File: src/rtl/instr_fetch_unit_if.sv
// Fetch-side bus bundle: synchronous instruction-memory read port plus the
// valid/ready instruction stream presented to the decoder.
interface instr_fetch_unit_if #(
  parameter int PC_WIDTH    = 8,
  parameter int INSTR_WIDTH = 9
);
  logic                   imem_en;
  logic [PC_WIDTH-1:0]    imem_addr;
  logic [INSTR_WIDTH-1:0] imem_rdata;
  logic [INSTR_WIDTH-1:0] instr;
  logic [PC_WIDTH-1:0]    instr_pc;
  logic                   instr_valid;
  logic                   instr_ready;

  modport master (
    output imem_en, imem_addr, instr, instr_pc, instr_valid,
    input  imem_rdata, instr_ready
  );

  modport slave (
    input  imem_en, imem_addr, instr, instr_pc, instr_valid,
    output imem_rdata, instr_ready
  );
endinterface

File: src/rtl/instr_fetch_unit.sv
// Instruction fetch stage: PC, single-outstanding reads to a 1-cycle memory,
// prefetch FIFO toward the decoder, redirect flush and HALT predecode.
//
// state | meaning
// IDLE  | after reset; waiting for start
// RUN   | fetching; issues reads while the FIFO has room
// DRAIN | HALT received; no more fetches, waiting for the decoder to take it
// DONE  | HALT accepted by decoder; done held until the next start
module instr_fetch_unit #(
  parameter int PC_WIDTH    = 8,
  parameter int INSTR_WIDTH = 9,
  parameter int FIFO_DEPTH  = 2
) (
  input  logic                clk,
  input  logic                rst_n,
  input  logic                start,
  input  logic [PC_WIDTH-1:0] start_addr,
  input  logic                redirect,
  input  logic [PC_WIDTH-1:0] redirect_target,
  output logic                busy,
  output logic                done,
  instr_fetch_unit_if.master  bus
);

  localparam int PTR_W = (FIFO_DEPTH > 1) ? $clog2(FIFO_DEPTH) : 1;
  localparam int CNT_W = $clog2(FIFO_DEPTH + 1);
  localparam logic [CNT_W:0]   DEPTH_OCC = FIFO_DEPTH[CNT_W:0];
  localparam logic [PTR_W-1:0] PTR_LAST  = PTR_W'(FIFO_DEPTH - 1);

  typedef enum logic [1:0] {
    S_IDLE  = 2'd0,
    S_RUN   = 2'd1,
    S_DRAIN = 2'd2,
    S_DONE  = 2'd3
  } state_t;

  state_t state, state_nxt;

  logic [PC_WIDTH-1:0]    pc;
  logic                   inflight;
  logic                   discard;
  logic [CNT_W-1:0]       count;
  logic [PTR_W-1:0]       rd_ptr, wr_ptr;
  logic [INSTR_WIDTH-1:0] fifo_instr [FIFO_DEPTH];
  logic [PC_WIDTH-1:0]    fifo_pc    [FIFO_DEPTH];
  logic [PC_WIDTH-1:0]    rsp_pc;

  logic           start_act, redir_act, push, pop, halt_rsp, head_halt, issue;
  logic [CNT_W:0] occ;

  function automatic logic is_halt(input logic [INSTR_WIDTH-1:0] w);
    return (w[INSTR_WIDTH-1 -: 3] == 3'b111) && (w[1:0] == 2'b11);
  endfunction

  function automatic logic [PTR_W-1:0] ptr_inc(input logic [PTR_W-1:0] p);
    return (p == PTR_LAST) ? '0 : p + PTR_W'(1);
  endfunction

  assign start_act = start & ((state == S_IDLE) | (state == S_DONE));
  assign redir_act = redirect & ((state == S_RUN) | (state == S_DRAIN));
  assign pop       = bus.instr_valid & bus.instr_ready;
  // A response arriving in a redirect cycle belongs to the old path.
  assign push      = inflight & ~discard & ~redir_act & (state == S_RUN);
  assign halt_rsp  = push & is_halt(bus.imem_rdata);
  assign head_halt = is_halt(fifo_instr[rd_ptr]);
  assign occ       = {1'b0, count} + {{CNT_W{1'b0}}, inflight};
  assign issue     = (state == S_RUN) & ~redir_act & ~halt_rsp &
                     ((occ < DEPTH_OCC) | pop);

  assign bus.imem_en     = issue;
  assign bus.imem_addr   = pc;
  assign bus.instr       = fifo_instr[rd_ptr];
  assign bus.instr_pc    = fifo_pc[rd_ptr];
  assign bus.instr_valid = (count != '0);
  assign busy            = (state == S_RUN) | (state == S_DRAIN);
  assign done            = (state == S_DONE);

  always_ff @(posedge clk or negedge rst_n) begin
    if (!rst_n) begin
      state <= S_IDLE;
    end else begin
      state <= state_nxt;
    end
  end

  always_comb begin
    state_nxt = state;
    case (state)
      S_IDLE, S_DONE: if (start) state_nxt = S_RUN;
      S_RUN: begin
        if (redir_act)     state_nxt = S_RUN;
        else if (halt_rsp) state_nxt = S_DRAIN;
      end
      S_DRAIN: begin
        if (redir_act)             state_nxt = S_RUN;
        else if (pop && head_halt) state_nxt = S_DONE;
      end
      default: state_nxt = S_IDLE;
    endcase
  end

  always_ff @(posedge clk or negedge rst_n) begin
    if (!rst_n) begin
      pc       <= '0;
      rsp_pc   <= '0;
      inflight <= 1'b0;
      discard  <= 1'b0;
    end else begin
      if (start_act)      pc <= start_addr;
      else if (redir_act) pc <= redirect_target;
      else if (issue)     pc <= pc + PC_WIDTH'(1);
      if (issue) rsp_pc <= pc;
      inflight <= issue;
      discard  <= redir_act & inflight & ~start_act;
    end
  end

  always_ff @(posedge clk or negedge rst_n) begin
    if (!rst_n) begin
      count  <= '0;
      rd_ptr <= '0;
      wr_ptr <= '0;
      for (int i = 0; i < FIFO_DEPTH; i++) begin
        fifo_instr[i] <= '0;
        fifo_pc[i]    <= '0;
      end
    end else if (start_act || redir_act) begin
      count  <= '0;
      rd_ptr <= '0;
      wr_ptr <= '0;
    end else begin
      if (push) begin
        fifo_instr[wr_ptr] <= bus.imem_rdata;
        fifo_pc[wr_ptr]    <= rsp_pc;
        wr_ptr             <= ptr_inc(wr_ptr);
      end
      if (pop) rd_ptr <= ptr_inc(rd_ptr);
      case ({push, pop})
        2'b10:   count <= count + CNT_W'(1);
        2'b01:   count <= count - CNT_W'(1);
        default: count <= count;
      endcase
    end
  end

endmodule

File: src/flat_wrapper.sv
// flat-port wrapper written by rule: the top's interface ports become plain ports
module instr_fetch_unit_flat 
#(
  parameter int PC_WIDTH    = 8,
  parameter int INSTR_WIDTH = 9,
  parameter int FIFO_DEPTH  = 2
)
  (clk, rst_n, start, start_addr, redirect, redirect_target, busy, done, bus_imem_en, bus_imem_addr, bus_instr, bus_instr_pc, bus_instr_valid, bus_imem_rdata, bus_instr_ready);
  instr_fetch_unit_if #(.PC_WIDTH(PC_WIDTH), .INSTR_WIDTH(INSTR_WIDTH)) bus_i ();
  input  logic clk;
  input  logic rst_n;
  input  logic start;
  input  logic [PC_WIDTH-1:0] start_addr;
  input  logic redirect;
  input  logic [PC_WIDTH-1:0] redirect_target;
  output logic busy;
  output logic done;
  output wire logic [$bits(bus_i.imem_en)-1:0] bus_imem_en;
  output wire logic [$bits(bus_i.imem_addr)-1:0] bus_imem_addr;
  output wire logic [$bits(bus_i.instr)-1:0] bus_instr;
  output wire logic [$bits(bus_i.instr_pc)-1:0] bus_instr_pc;
  output wire logic [$bits(bus_i.instr_valid)-1:0] bus_instr_valid;
  input wire logic [$bits(bus_i.imem_rdata)-1:0] bus_imem_rdata;
  input wire logic [$bits(bus_i.instr_ready)-1:0] bus_instr_ready;
  assign bus_imem_en = bus_i.imem_en;
  assign bus_imem_addr = bus_i.imem_addr;
  assign bus_instr = bus_i.instr;
  assign bus_instr_pc = bus_i.instr_pc;
  assign bus_instr_valid = bus_i.instr_valid;
  assign bus_i.imem_rdata = bus_imem_rdata;
  assign bus_i.instr_ready = bus_instr_ready;
  instr_fetch_unit #(.PC_WIDTH(PC_WIDTH), .INSTR_WIDTH(INSTR_WIDTH), .FIFO_DEPTH(FIFO_DEPTH)) u_core (.clk(clk), .rst_n(rst_n), .start(start), .start_addr(start_addr), .redirect(redirect), .redirect_target(redirect_target), .busy(busy), .done(done), .bus(bus_i));
endmodule
File: config.mk
export PLATFORM = sky130hd
export DESIGN_NAME = instr_fetch_unit_flat
export DESIGN_NICKNAME = d
export VERILOG_FILES = /design/src/rtl/instr_fetch_unit_if.sv /design/src/rtl/instr_fetch_unit.sv /design/src/flat_wrapper.sv
export SDC_FILE = /design/constraint.sdc
export NUM_CORES = 1
export LEC_CHECK = 0
export ABC_AREA = 0
export BUFFER_PORTS_ARGS = -buffer_cell sky130_fd_sc_hd__buf_4
export CORE_MARGIN = 2
export CORE_UTILIZATION = 40
export DETAILED_ROUTE_END_ITERATION = 8
export GPL_TIMING_DRIVEN = 0
export HOLD_SLACK_MARGIN = 0.15
export PLACE_DENSITY_LB_ADDON = 0.08
export SKIP_CTS_REPAIR_TIMING = 1
export SYNTH_ARGS = -nofsm -noshare
export SYNTH_HDL_FRONTEND = slang
export SYNTH_SLANG_ARGS = --single-unit
File: constraint.sdc
create_clock -name clk -period 5.3 [get_ports clk]
set_input_delay 0.265 -clock clk [delete_from_list [all_inputs] [get_ports clk]]
set_output_delay 0.265 -clock clk [all_outputs]
set_load 0.01 [all_outputs]
== Yosys cells after proc, flatten, opt, wreduce, memory -nomap -nowiden ==
Index checks and enable logic that the tools add are counted.
W data, S select, Z words.

* Register bits: 58
* Logic and storage cells: 99

* Add/sub/neg operators: 6
* Order comparisons: 4
* Equality and inequality tests: 12
* Mux-type cells: 29
* Bitwise logic cells: 22
* Reductions and logical operators: 14

{| class="wikitable"
|+ Operators with widths
! operator !! number
|-
| $mux W8 || 7
|-
| $mux W9 || 4
|-
| $bwmux W18 || 1
|-
| $bwmux W16 || 1
|-
| $and A1 B1 Y1 || 12
|-
| $mux W2 || 6
|-
| $eq A2 B2 Y1 const B || 5
|-
| $demux W9 S1 || 1
|-
| $add A8 B1 Y8 const B || 1
|-
| $demux W8 S1 || 1
|-
| $eq A3 B3 Y1 const B || 2
|-
| $mux W1 || 6
|-
| $pmux W2 S3 || 1
|-
| $reduce_bool A2 Y1 || 3
|-
| $reduce_bool A3 Y1 || 2
|-
| $not A1 Y1 || 5
|-
| $eq A2 B1 Y1 const B || 2
|-
| $ge A2 B2 Y1 const B || 2
|-
| $logic_and A1 B1 Y1 || 4
|-
| $not A1 Y2 || 2
|-
| $pmux W2 S2 || 1
|-
| $add A2 B1 Y3 || 1
|-
| $lt A3 B2 Y1 const B || 1
|-
| $ne A3 B1 Y1 const B || 1
|-
| other kinds (12) || 15
|}

== Longest topological paths before layout ==
Gate-level depths: netlist of the first run.

* Depth after elaboration: 13
* Depth in mapped cells: 9

== Least setup slack after synthesis of the first run ==
Ideal clock, no wire load.

* Kind: reg-to-reg
* Start: reg u_core.state[0]
* End: reg u_core.fifo_instr[10] (netlist bit)
* Setup time: 0.125 ns
* Arrival: 1.933 ns
* Data required time: 5.175 ns
* Path slack: 3.242 ns
* Cell stages (with the launch flop): 9
* Cell sequence: dfrtp_1 > inv_1 > ha_1 > buf_2 > and2_1 > buf_2 > nor3_4 > buf_6 > mux2_2

* Cells in the longest elaborated chain, start to end: 7

{| class="wikitable"
|+ Ends and longest elaborated chain
! element !! line !! RTL
|-
| start, declared || instr_fetch_unit.sv:37 || <nowiki>state_t state, state_nxt;</nowiki>
|-
| start signal, assigned || instr_fetch_unit.sv:82 || <nowiki>state <= state_nxt;</nowiki>
|-
| $eq A2 B1 Y1 / $eq A2 B2 Y1 (equally long branches) || instr_fetch_unit.sv:60, instr_fetch_unit.sv:63 ||
|-
| $or A1 B1 Y1 || instr_fetch_unit.sv:60 || <nowiki>assign redir_act = redirect & ((state == S_RUN) | (state == S_DRAIN));</nowiki>
|-
| $and A1 B1 Y1 || instr_fetch_unit.sv:60 ||
|-
| $not A1 Y1 || instr_fetch_unit.sv:63 || <nowiki>assign push = inflight & ~discard & ~redir_act & (state == S_RUN);</nowiki>
|-
| $and A1 B1 Y1 (2 in series) || instr_fetch_unit.sv:63 ||
|-
| $reduce_and A2 Y1 (no line) * || -- ||
|-
| end signal, assigned by index || instr_fetch_unit.sv:133 || <nowiki>fifo_instr[wr_ptr] <= bus.imem_rdata;</nowiki>
|-
| end, declared || instr_fetch_unit.sv:44 || <nowiki>logic [INSTR_WIDTH-1:0] fifo_instr [FIFO_DEPTH];</nowiki>
|}

Mark *: on every way between the ends. The rest lies on a longest branch, timed or not.
A chain may end at the register's enable or synchronous reset.

== Worst setup path in the final report of the first run ==
* Start: reg u_core.state[0]
* End: reg u_core.fifo_instr[13] (netlist bit)

Same word-level chain as after synthesis.

==> tab_implementation.tex, run 1 <==
\begin{tabular}{lr}
\hline
Metric & Value \\
\hline
\multicolumn{2}{l}{\textbf{Placed design}} \\
DP Wirelength & about 4400 um \\
Port-buffer cells & 57 \\
Minimum setup slack after placement & $\sim$2900 ps \\
GP Congestion & just over 0.8 \\
\multicolumn{2}{l}{\textbf{Outcome}} \\
Status & complete, no violations \\
\multicolumn{2}{l}{\textbf{Power}} \\
Flop pwr share & between 30\% and 40\% \\
Clock network power share & 19.0\% \\
Pwr per Cell Area & 579.5 nW/um2 \\
Peak supply drop & around 240 uV \\
Internal power component & around 1.4 mW \\
Proportion of total power due to net switching & about a third \\
Leakage power of the design & between 1.5 and 2 nW \\
Switching power total & roughly 0.73 mW \\
Combinational Power Share & between 40 and 50\% \\
\multicolumn{2}{l}{\textbf{Drt}} \\
DRC viols & 0 \\
Via Count & between 2000 and 2500 \\
Antenna Violating Nets Remaining & 0 \\
DR WL/cell & 15.04 um \\
Via-to-Cell Ratio & about 5 \\
Routed Wire Length & around 6200 um \\
Starting DRC count in detailed routing & 58 \\
Number of optimization iterations in the first detailed-route pass & 4 \\
\multicolumn{2}{l}{\textbf{Floorplan}} \\
Num rows & 30 \\
Die Height & roughly 90 um \\
I/O pin count & around 60 \\
Die area & 7925 um2 \\
Total core area & slightly below 7000 um2 \\
Initial cell density of the core & 41.87\% \\
Die Span X & 89.02 um \\
\multicolumn{2}{l}{\textbf{Setup path}} \\
Reg-to-reg startpoint & u\_core.state[0]\$\_DFFE\_PN0P\_ \\
R2R Path End & u\_core.fifo\_instr[13]\$\_DFFE\_PN0P\_ \\
Crit Path Max Fanout & 10 \\
Data required time of the worst path & roughly 5500 ps \\
Data arrival time of the critical path & 2530 ps \\
Worst setup path category & flop to flop \\
Element type at the critical path start & flop \\
Slack of the worst reg-to-reg path & 2990 ps \\
Launch point of the critical path & u\_core.state[0]\$\_DFFE\_PN0P\_ \\
Crit path capture & u\_core.fifo\_instr[13]\$\_DFFE\_PN0P\_ \\
Crit end category & flop \\
Worst R2R Path Depth & 8 \\
\multicolumn{2}{l}{\textbf{Clock tree}} \\
TritonCTS clock tree & built \\
Count of clock tree sinks & 58 \\
Htree depth & 3 \\
Number of buffers on the longest clock path & 2 \\
Total clock buffers created by CTS & 9 \\
Clock slew at reported path FFs & $\sim$70 ps \\
Clk root buf & sky130\_fd\_sc\_hd\_\_clkbuf\_8 \\
Later-pin clock latency in the skew report & roughly 330 ps \\
\multicolumn{2}{l}{\textbf{STA}} \\
Final worst slack & about 3000 ps \\
Final setup vio count & 0 \\
Slew Limit Headroom & between 50\% and 60\% \\
Count of endpoints failing hold in the final timing report & 0 \\
Max Fclk & 432.1 MHz \\
Setup TNS & 0 ps \\
Final clock period utilization by the worst path & 43.66\% \\
Setup repair after global routing missed its margin & no \\
Tightest Pin Transition & about 740 ps \\
Number of max-slew violations in the final report & 0 \\
Min cycle time layout & $\sim$2300 ps \\
Setup Skew & around 7.5 ps \\
\multicolumn{2}{l}{\textbf{GRT}} \\
Wire length of the first global-routing pass & a little over 10000 um \\
Leftover overflow at the end of global routing & 0 \\
Combined global-route utilization of all metal layers & 17.01\% \\
Initial antenna violation count & 0 \\
Maximum number of pins on one net before global-route repair & 59 \\
Via count of the first global-routing pass & about 2000 \\
\multicolumn{2}{l}{\textbf{Worst hold path}} \\
Min-Delay Startpoint & bus\_imem\_rdata[3] \\
Kind of path behind the tightest hold check & input port to flop \\
\multicolumn{2}{l}{\textbf{Synthesis}} \\
Fraction of synthesis flops using an asynchronous set or reset pin & 100.0\% \\
Distinct cell type count of the synthesized netlist & 42 \\
Netlist Area Pre-Place & around 2900 um2 \\
Count of warnings emitted by yosys & 0 \\
Dominant register cell in the synthesized netlist & sky130\_fd\_sc\_hd\_\_dfrtp\_1 \\
Fraction of the yosys area taken by sequential cells & approximately 50\% \\
Net count after synthesis & 274 \\
EDFF count, synth & 0 \\
Synthesized flop and latch total & slightly below 60 \\
Post-synthesis average cell area & 12.05 um2 \\
Cell count after synthesis & between 200 and 250 \\
\multicolumn{2}{l}{\textbf{Final layout}} \\
Area Overhead vs Synth & 26.05\% \\
Fraction of layout cells with a size suffix above 1 & 47.13\% \\
N\_diodes & 0 \\
Total Nets Final & approximately 340 \\
\multicolumn{2}{l}{\textbf{Job}} \\
Number of max-cap violations & 0 \\
\hline
\end{tabular}
power groups by stage:
| stage | clock (mW) | sequential [mW] | combinational (mW) |
|---|---|---|---|
| 6_report | 0.402 | 0.790 | 0.920 |
| 4_1_cts | 0.413 | 0.789 | 0.937 |
| 3_5_place_dp | 0 | 0.796 | 0.932 |
| 2_1_floorplan | 0 | 0.758 | 0.613 |
| 5_1_grt | 0.435 | 0.818 | 1.02 |
| 3_3_place_gp | 0 | 0.791 | 0.921 |
routing by layer:
layer	GRT usage [%]	vias to the layer above	part of all wire, %
met2	25.03	58	45
met1	24.57	997	50
met3	2.955	8	4.2
met5	0	-	0
met4	7.734	0	1.5
li1	-	1014	-
final cells by class:
type | count | area (um2)
sequential | 58 | 1451
inverter | 7 | 26.28
buffer | 10 | 76.32
timing repair buffer | 58 | 437.9
multi-input combinational | 165 | 1338
fill | 675 | 3262
clock buffer | 11 | 141.4
clock inverter | 5 | 53.80
tap | 96 | 120.1
sequential cells by signal (all words and copies together) (netlist names):
register / count
u_core.fifo_pc: 16
u_core.wr_ptr: 1
u_core.count: 2
u_core.discard: 1
u_core.rsp_pc: 8
u_core.fifo_instr: 18
u_core.rd_ptr: 1
u_core.state: 2
u_core.inflight: 1
u_core.bus.imem_addr: 8
cells in the final DEF (no fill, tap or decap), types with 4 or more instances in the layout:
master | synthesis | routed
sky130_fd_sc_hd__mux2_2 | 58 | 58
sky130_fd_sc_hd__clkbuf_8 | 0 | 10
sky130_fd_sc_hd__buf_6 | 4 | 4
sky130_fd_sc_hd__nand2_1 | 12 | 12
sky130_fd_sc_hd__nor2_1 | 8 | 8
sky130_fd_sc_hd__o21ai_0 | 9 | 9
sky130_fd_sc_hd__dfrtp_1 | 58 | 58
sky130_fd_sc_hd__nor3_1 | 5 | 5
sky130_fd_sc_hd__buf_2 | 4 | 4
sky130_fd_sc_hd__nand4_1 | 4 | 4
sky130_fd_sc_hd__a21oi_1 | 16 | 16
sky130_fd_sc_hd__buf_4 | 1 | 58
sky130_fd_sc_hd__a22oi_1 | 4 | 4
sky130_fd_sc_hd__inv_1 | 7 | 7
sky130_fd_sc_hd__ha_1 | 4 | 4
worst min path at each step:
stage	endpoint	slack [ps]	depth (start not counted)
finish	u_core.fifo_instr[3]$_DFFE_PN0P_	170	2
global route	u_core.fifo_instr[14]$_DFFE_PN0P_	160	2
CTS	u_core.fifo_instr[5]$_DFFE_PN0P_	20	1
detailed placement	u_core.fifo_instr[5]$_DFFE_PN0P_	380	1
global placement	u_core.fifo_instr[5]$_DFFE_PN0P_	390	1
floorplan	u_core.bus.imem_addr[0]$_DFFE_PN0P_	-30	0
critical path: stages (launching register included):
cell	delay (ps)
sky130_fd_sc_hd__dfrtp_1	400
sky130_fd_sc_hd__inv_1	60
sky130_fd_sc_hd__ha_1	290
sky130_fd_sc_hd__buf_2	180
sky130_fd_sc_hd__and2_1	140
sky130_fd_sc_hd__buf_2	180
sky130_fd_sc_hd__nor3_4	370
sky130_fd_sc_hd__buf_6	230
sky130_fd_sc_hd__mux2_2	350
synthesized netlist by cell type, types with 3 or more instances:
master | number | area share, %
sky130_fd_sc_hd__a211oi_1 | 3 | 0.78
sky130_fd_sc_hd__a21oi_1 | 16 | 2.8
sky130_fd_sc_hd__a22oi_1 | 4 | 1.0
sky130_fd_sc_hd__buf_2 | 4 | 0.69
sky130_fd_sc_hd__buf_6 | 4 | 1.6
sky130_fd_sc_hd__dfrtp_1 | 58 | 50
sky130_fd_sc_hd__ha_1 | 4 | 1.7
sky130_fd_sc_hd__inv_1 | 7 | 0.91
sky130_fd_sc_hd__mux2_2 | 58 | 23
sky130_fd_sc_hd__mux2i_1 | 3 | 1.0
sky130_fd_sc_hd__nand2_1 | 12 | 1.6
sky130_fd_sc_hd__nand3_1 | 3 | 0.52
sky130_fd_sc_hd__nand4_1 | 4 | 0.87
sky130_fd_sc_hd__nor2_1 | 8 | 1.0
sky130_fd_sc_hd__nor3_1 | 5 | 0.87
sky130_fd_sc_hd__o21ai_0 | 9 | 1.6
sky130_fd_sc_hd__o31ai_1 | 3 | 0.78
sky130_fd_sc_hd__xnor2_1 | 3 | 0.91
sky130_fd_sc_hd__xor2_1 | 3 | 0.91
cell families (layout without fill, tap and decap cells):
| logic type | after synthesis | count (layout) | synth area share (%) |
|---|---|---|---|
| mux | 62 | 62 | 24.02 |
| flops | 58 | 58 | 50.19 |
| simple gates | 50 | 50 | 9.780 |
| compound gates | 43 | 43 | 8.914 |
| buf+inv | 17 | 91 | 3.548 |
| xor+xnor | 6 | 6 | 1.818 |
| fa+ha+maj | 4 | 4 | 1.731 |
stage by stage:
| step | cell area, um2 | instances | utilization, % | power, mW | hold WS [ps] |
|---|---|---|---|---|---|
| 3_3_place_gp | 3440 | 393 | 49.80 | 1.712 | 385.1 |
| 4_1_cts | 3635 | 409 | 52.63 | 2.140 | 16.91 |
| 2_1_floorplan | 2892 | 240 | - | 1.371 | -30.59 |
| 3_5_place_dp | 3440 | 393 | 49.80 | 1.728 | 381.5 |
| 5_1_grt | 3645 | 410 | 52.77 | 2.268 | 159.7 |
| 6_report | 3645 | 410 | 52.77 | 2.112 | 172.2 |
No activity file was read; power rests on OpenSTA's default activity.
==> inputs of run 2 (changes only) <==
==> constraint.sdc (replaced) <==
create_clock -name clk -period 2.1 [get_ports clk]
set_input_delay 0.105 -clock clk [delete_from_list [all_inputs] [get_ports clk]]
set_output_delay 0.105 -clock clk [all_outputs]
set_load 0.01 [all_outputs]
==> tab_implementation.tex, run 2 (same netlist as run 1, synthesis figures left out) <==
\begin{tabular}{lr}
\hline
Metric & Value \\
\hline
\multicolumn{2}{l}{\textbf{Final layout}} \\
Area Overhead vs Synth & 35.83\% \\
Final Instance Area & just under 4000 um2 \\
Registers with the highest flip-flop counts & u\_core.fifo\_instr x18, u\_core.fifo\_pc x16 \\
N\_diodes & 0 \\
Most flop-heavy register & u\_core.fifo\_instr \\
Most common cell after layout, fill and taps aside & sky130\_fd\_sc\_hd\_\_buf\_4 \\
Leading cell types in the layout, fill and taps excluded & sky130\_fd\_sc\_hd\_\_buf\_4, sky130\_fd\_sc\_hd\_\_mux2\_2, sky130\_fd\_sc\_hd\_\_dfrtp\_1, sky130\_fd\_sc\_hd\_\_dlygate4sd3\_1, sky130\_fd\_sc\_hd\_\_a21oi\_1 \\
Fraction of layout cells with a size suffix above 1 & roughly 47\% \\
Total Nets Final & 368 \\
Max FFs per register & 18 \\
\multicolumn{2}{l}{\textbf{STA}} \\
Max Fclk & $\sim$500 MHz \\
Worst hold slack after final layout & 155.5 ps \\
Final worst slack & around 80 ps \\
Final clock period utilization by the worst path & a little over nine tenths \\
Setup TNS & 0 ps \\
Count of endpoints failing hold in the final timing report & 0 \\
Final setup vio count & 0 \\
Tightest Pin Transition & approximately 730 ps \\
Setup Skew & around 7.6 ps \\
Slew Limit Headroom & roughly half \\
Min cycle time layout & about 2000 ps \\
Setup repair after global routing missed its margin & yes \\
Number of max-slew violations in the final report & 0 \\
\multicolumn{2}{l}{\textbf{Setup path}} \\
Crit end category & primary output \\
Data arrival time of the critical path & 1910 ps \\
Slack of the worst reg-to-reg path & 90 ps \\
Data required time of the worst path & 2000 ps \\
Element type at the critical path start & flop \\
Crit Path Max Fanout & 6 \\
Worst R2R Path Depth & 8 \\
Worst setup path category & flop to primary output \\
\multicolumn{2}{l}{\textbf{Drt}} \\
Met1 layer wirelength in the final routing & roughly 3100 um \\
Via Count & between 2000 and 2500 \\
Highest metal layer with signal wires & met4 \\
Via-to-Cell Ratio & 4.963 \\
Met3 Wirelength & 259 um \\
Starting DRC count in detailed routing & 73 \\
DR WL/cell & between 10 and 15 um \\
Met2 wire len & roughly 3000 um \\
Antenna Violating Nets Remaining & 0 \\
DRC viols & 0 \\
Number of optimization iterations in the first detailed-route pass & 4 \\
Routed Wire Length & 6470 um \\
\multicolumn{2}{l}{\textbf{Floorplan}} \\
Die Span X & 89.02 um \\
Total core area & a little under 7000 um2 \\
Die Height & about 89 um \\
Num rows & 30 \\
Die area & between 7000 and 8000 um2 \\
Initial cell density of the core & between 40\% and 50\% \\
I/O pin count & 59 \\
\multicolumn{2}{l}{\textbf{GRT}} \\
Initial antenna violation count & 0 \\
Combined global-route utilization of all metal layers & between 10\% and 20\% \\
Leftover overflow at the end of global routing & 0 \\
Via count of the first global-routing pass & just over 2000 \\
Maximum number of pins on one net before global-route repair & a little under 60 \\
Wire length of the first global-routing pass & around 10000 um \\
\multicolumn{2}{l}{\textbf{Clock tree}} \\
Htree depth & 3 \\
Number of buffers on the longest clock path & 2 \\
Clock slew at reported path FFs & $\sim$60 ps \\
Total clock buffers created by CTS & 9 \\
Later-pin clock latency in the skew report & $\sim$330 ps \\
Clk root buf & sky130\_fd\_sc\_hd\_\_clkbuf\_8 \\
TritonCTS clock tree & built \\
Count of clock tree sinks & a little under 60 \\
\multicolumn{2}{l}{\textbf{Worst hold path}} \\
Worst Hold Depth & 4 \\
Kind of path behind the tightest hold check & input port to flop \\
\multicolumn{2}{l}{\textbf{Job}} \\
Number of max-cap violations & 0 \\
\multicolumn{2}{l}{\textbf{Placed design}} \\
Minimum setup slack after placement & -265.0 ps \\
GP Congestion & roughly 0.81 \\
Post-Place Cell Area & about 3400 um2 \\
DP Wirelength & 4364 um \\
Port-buffer cells & 57 \\
\multicolumn{2}{l}{\textbf{Outcome}} \\
Status & complete, no violations \\
\multicolumn{2}{l}{\textbf{Power}} \\
Peak supply drop & 620.3 uV \\
Total Power & between 5 and 6 mW \\
Leakage power of the design & $\sim$1.8 nW \\
Pwr per Cell Area & roughly 1400 nW/um2 \\
\hline
\end{tabular}
[run 2: cell count changes in the layout (fill, tap and decap cells not counted), moves of 2 or more]
cell,change
sky130_fd_sc_hd__dlygate4sd3_1,+20
sky130_fd_sc_hd__buf_6,+2
sky130_fd_sc_hd__buf_4,+5
sky130_fd_sc_hd__ha_1,-2
[run 2: worst paths after layout]
kind                                                from                             endpoint
setup / recovery             u_core.state[1]$_DFFE_PN0P_                          bus_imem_en
hold / removal                           bus_instr_ready          u_core.count[1]$_DFFE_PN0P_
setup reg to reg             u_core.state[0]$_DFFE_PN0P_    u_core.fifo_instr[13]$_DFFE_PN0P_
hold reg to reg            u_core.fifo_pc[1]$_DFFE_PN0P_        u_core.fifo_pc[1]$_DFFE_PN0P_
max in group asynchronous                          rst_n  u_core.bus.imem_addr[0]$_DFFE_PN0P_
min in group asynchronous                          rst_n     u_core.fifo_instr[5]$_DFFE_PN0P_
[run 2: final cells by class]
type                            count  area [um2]
Inverter                            7       26.28
Clock inverter                      5       53.80
Multi-Input combinational cell    165        1369
Timing Repair Buffer               85       691.9
Fill cell                         643        2979
Clock buffer                       11       141.4
Sequential cell                    58        1451
Tap cell                           96       120.1
Buffer                              8       73.82
[run 2: worst max-delay path, cell delays in order, from the launching register on]
cell and delay (ps):
sky130_fd_sc_hd__dfrtp_1 430, sky130_fd_sc_hd__inv_1 100, sky130_fd_sc_hd__ha_2 240, sky130_fd_sc_hd__nor2b_2 170
sky130_fd_sc_hd__o21ai_2 80, sky130_fd_sc_hd__or2_1 220, sky130_fd_sc_hd__buf_6 140, sky130_fd_sc_hd__inv_2 90
sky130_fd_sc_hd__buf_4 130
[run 2: where the power goes]
part	internal, mW	switching [mW]
clock network	0.576	0.437
logic	1.40	1.06
registers	1.61	0.381
total	3.58	1.88
[run 2: layer usage]
layer,track usage [%],vias to the layer above
met5,0,-
met2,25.03,59
met4,7.734,0
met1,24.57,1031
met3,2.955,8
li1,-,1061
[run 2: through the flow]
stage	util [%]	cells
floorplan	-	240
global placement	49.80	393
detailed placement	49.80	393
CTS	52.63	409
global route	56.87	435
finish	56.87	435
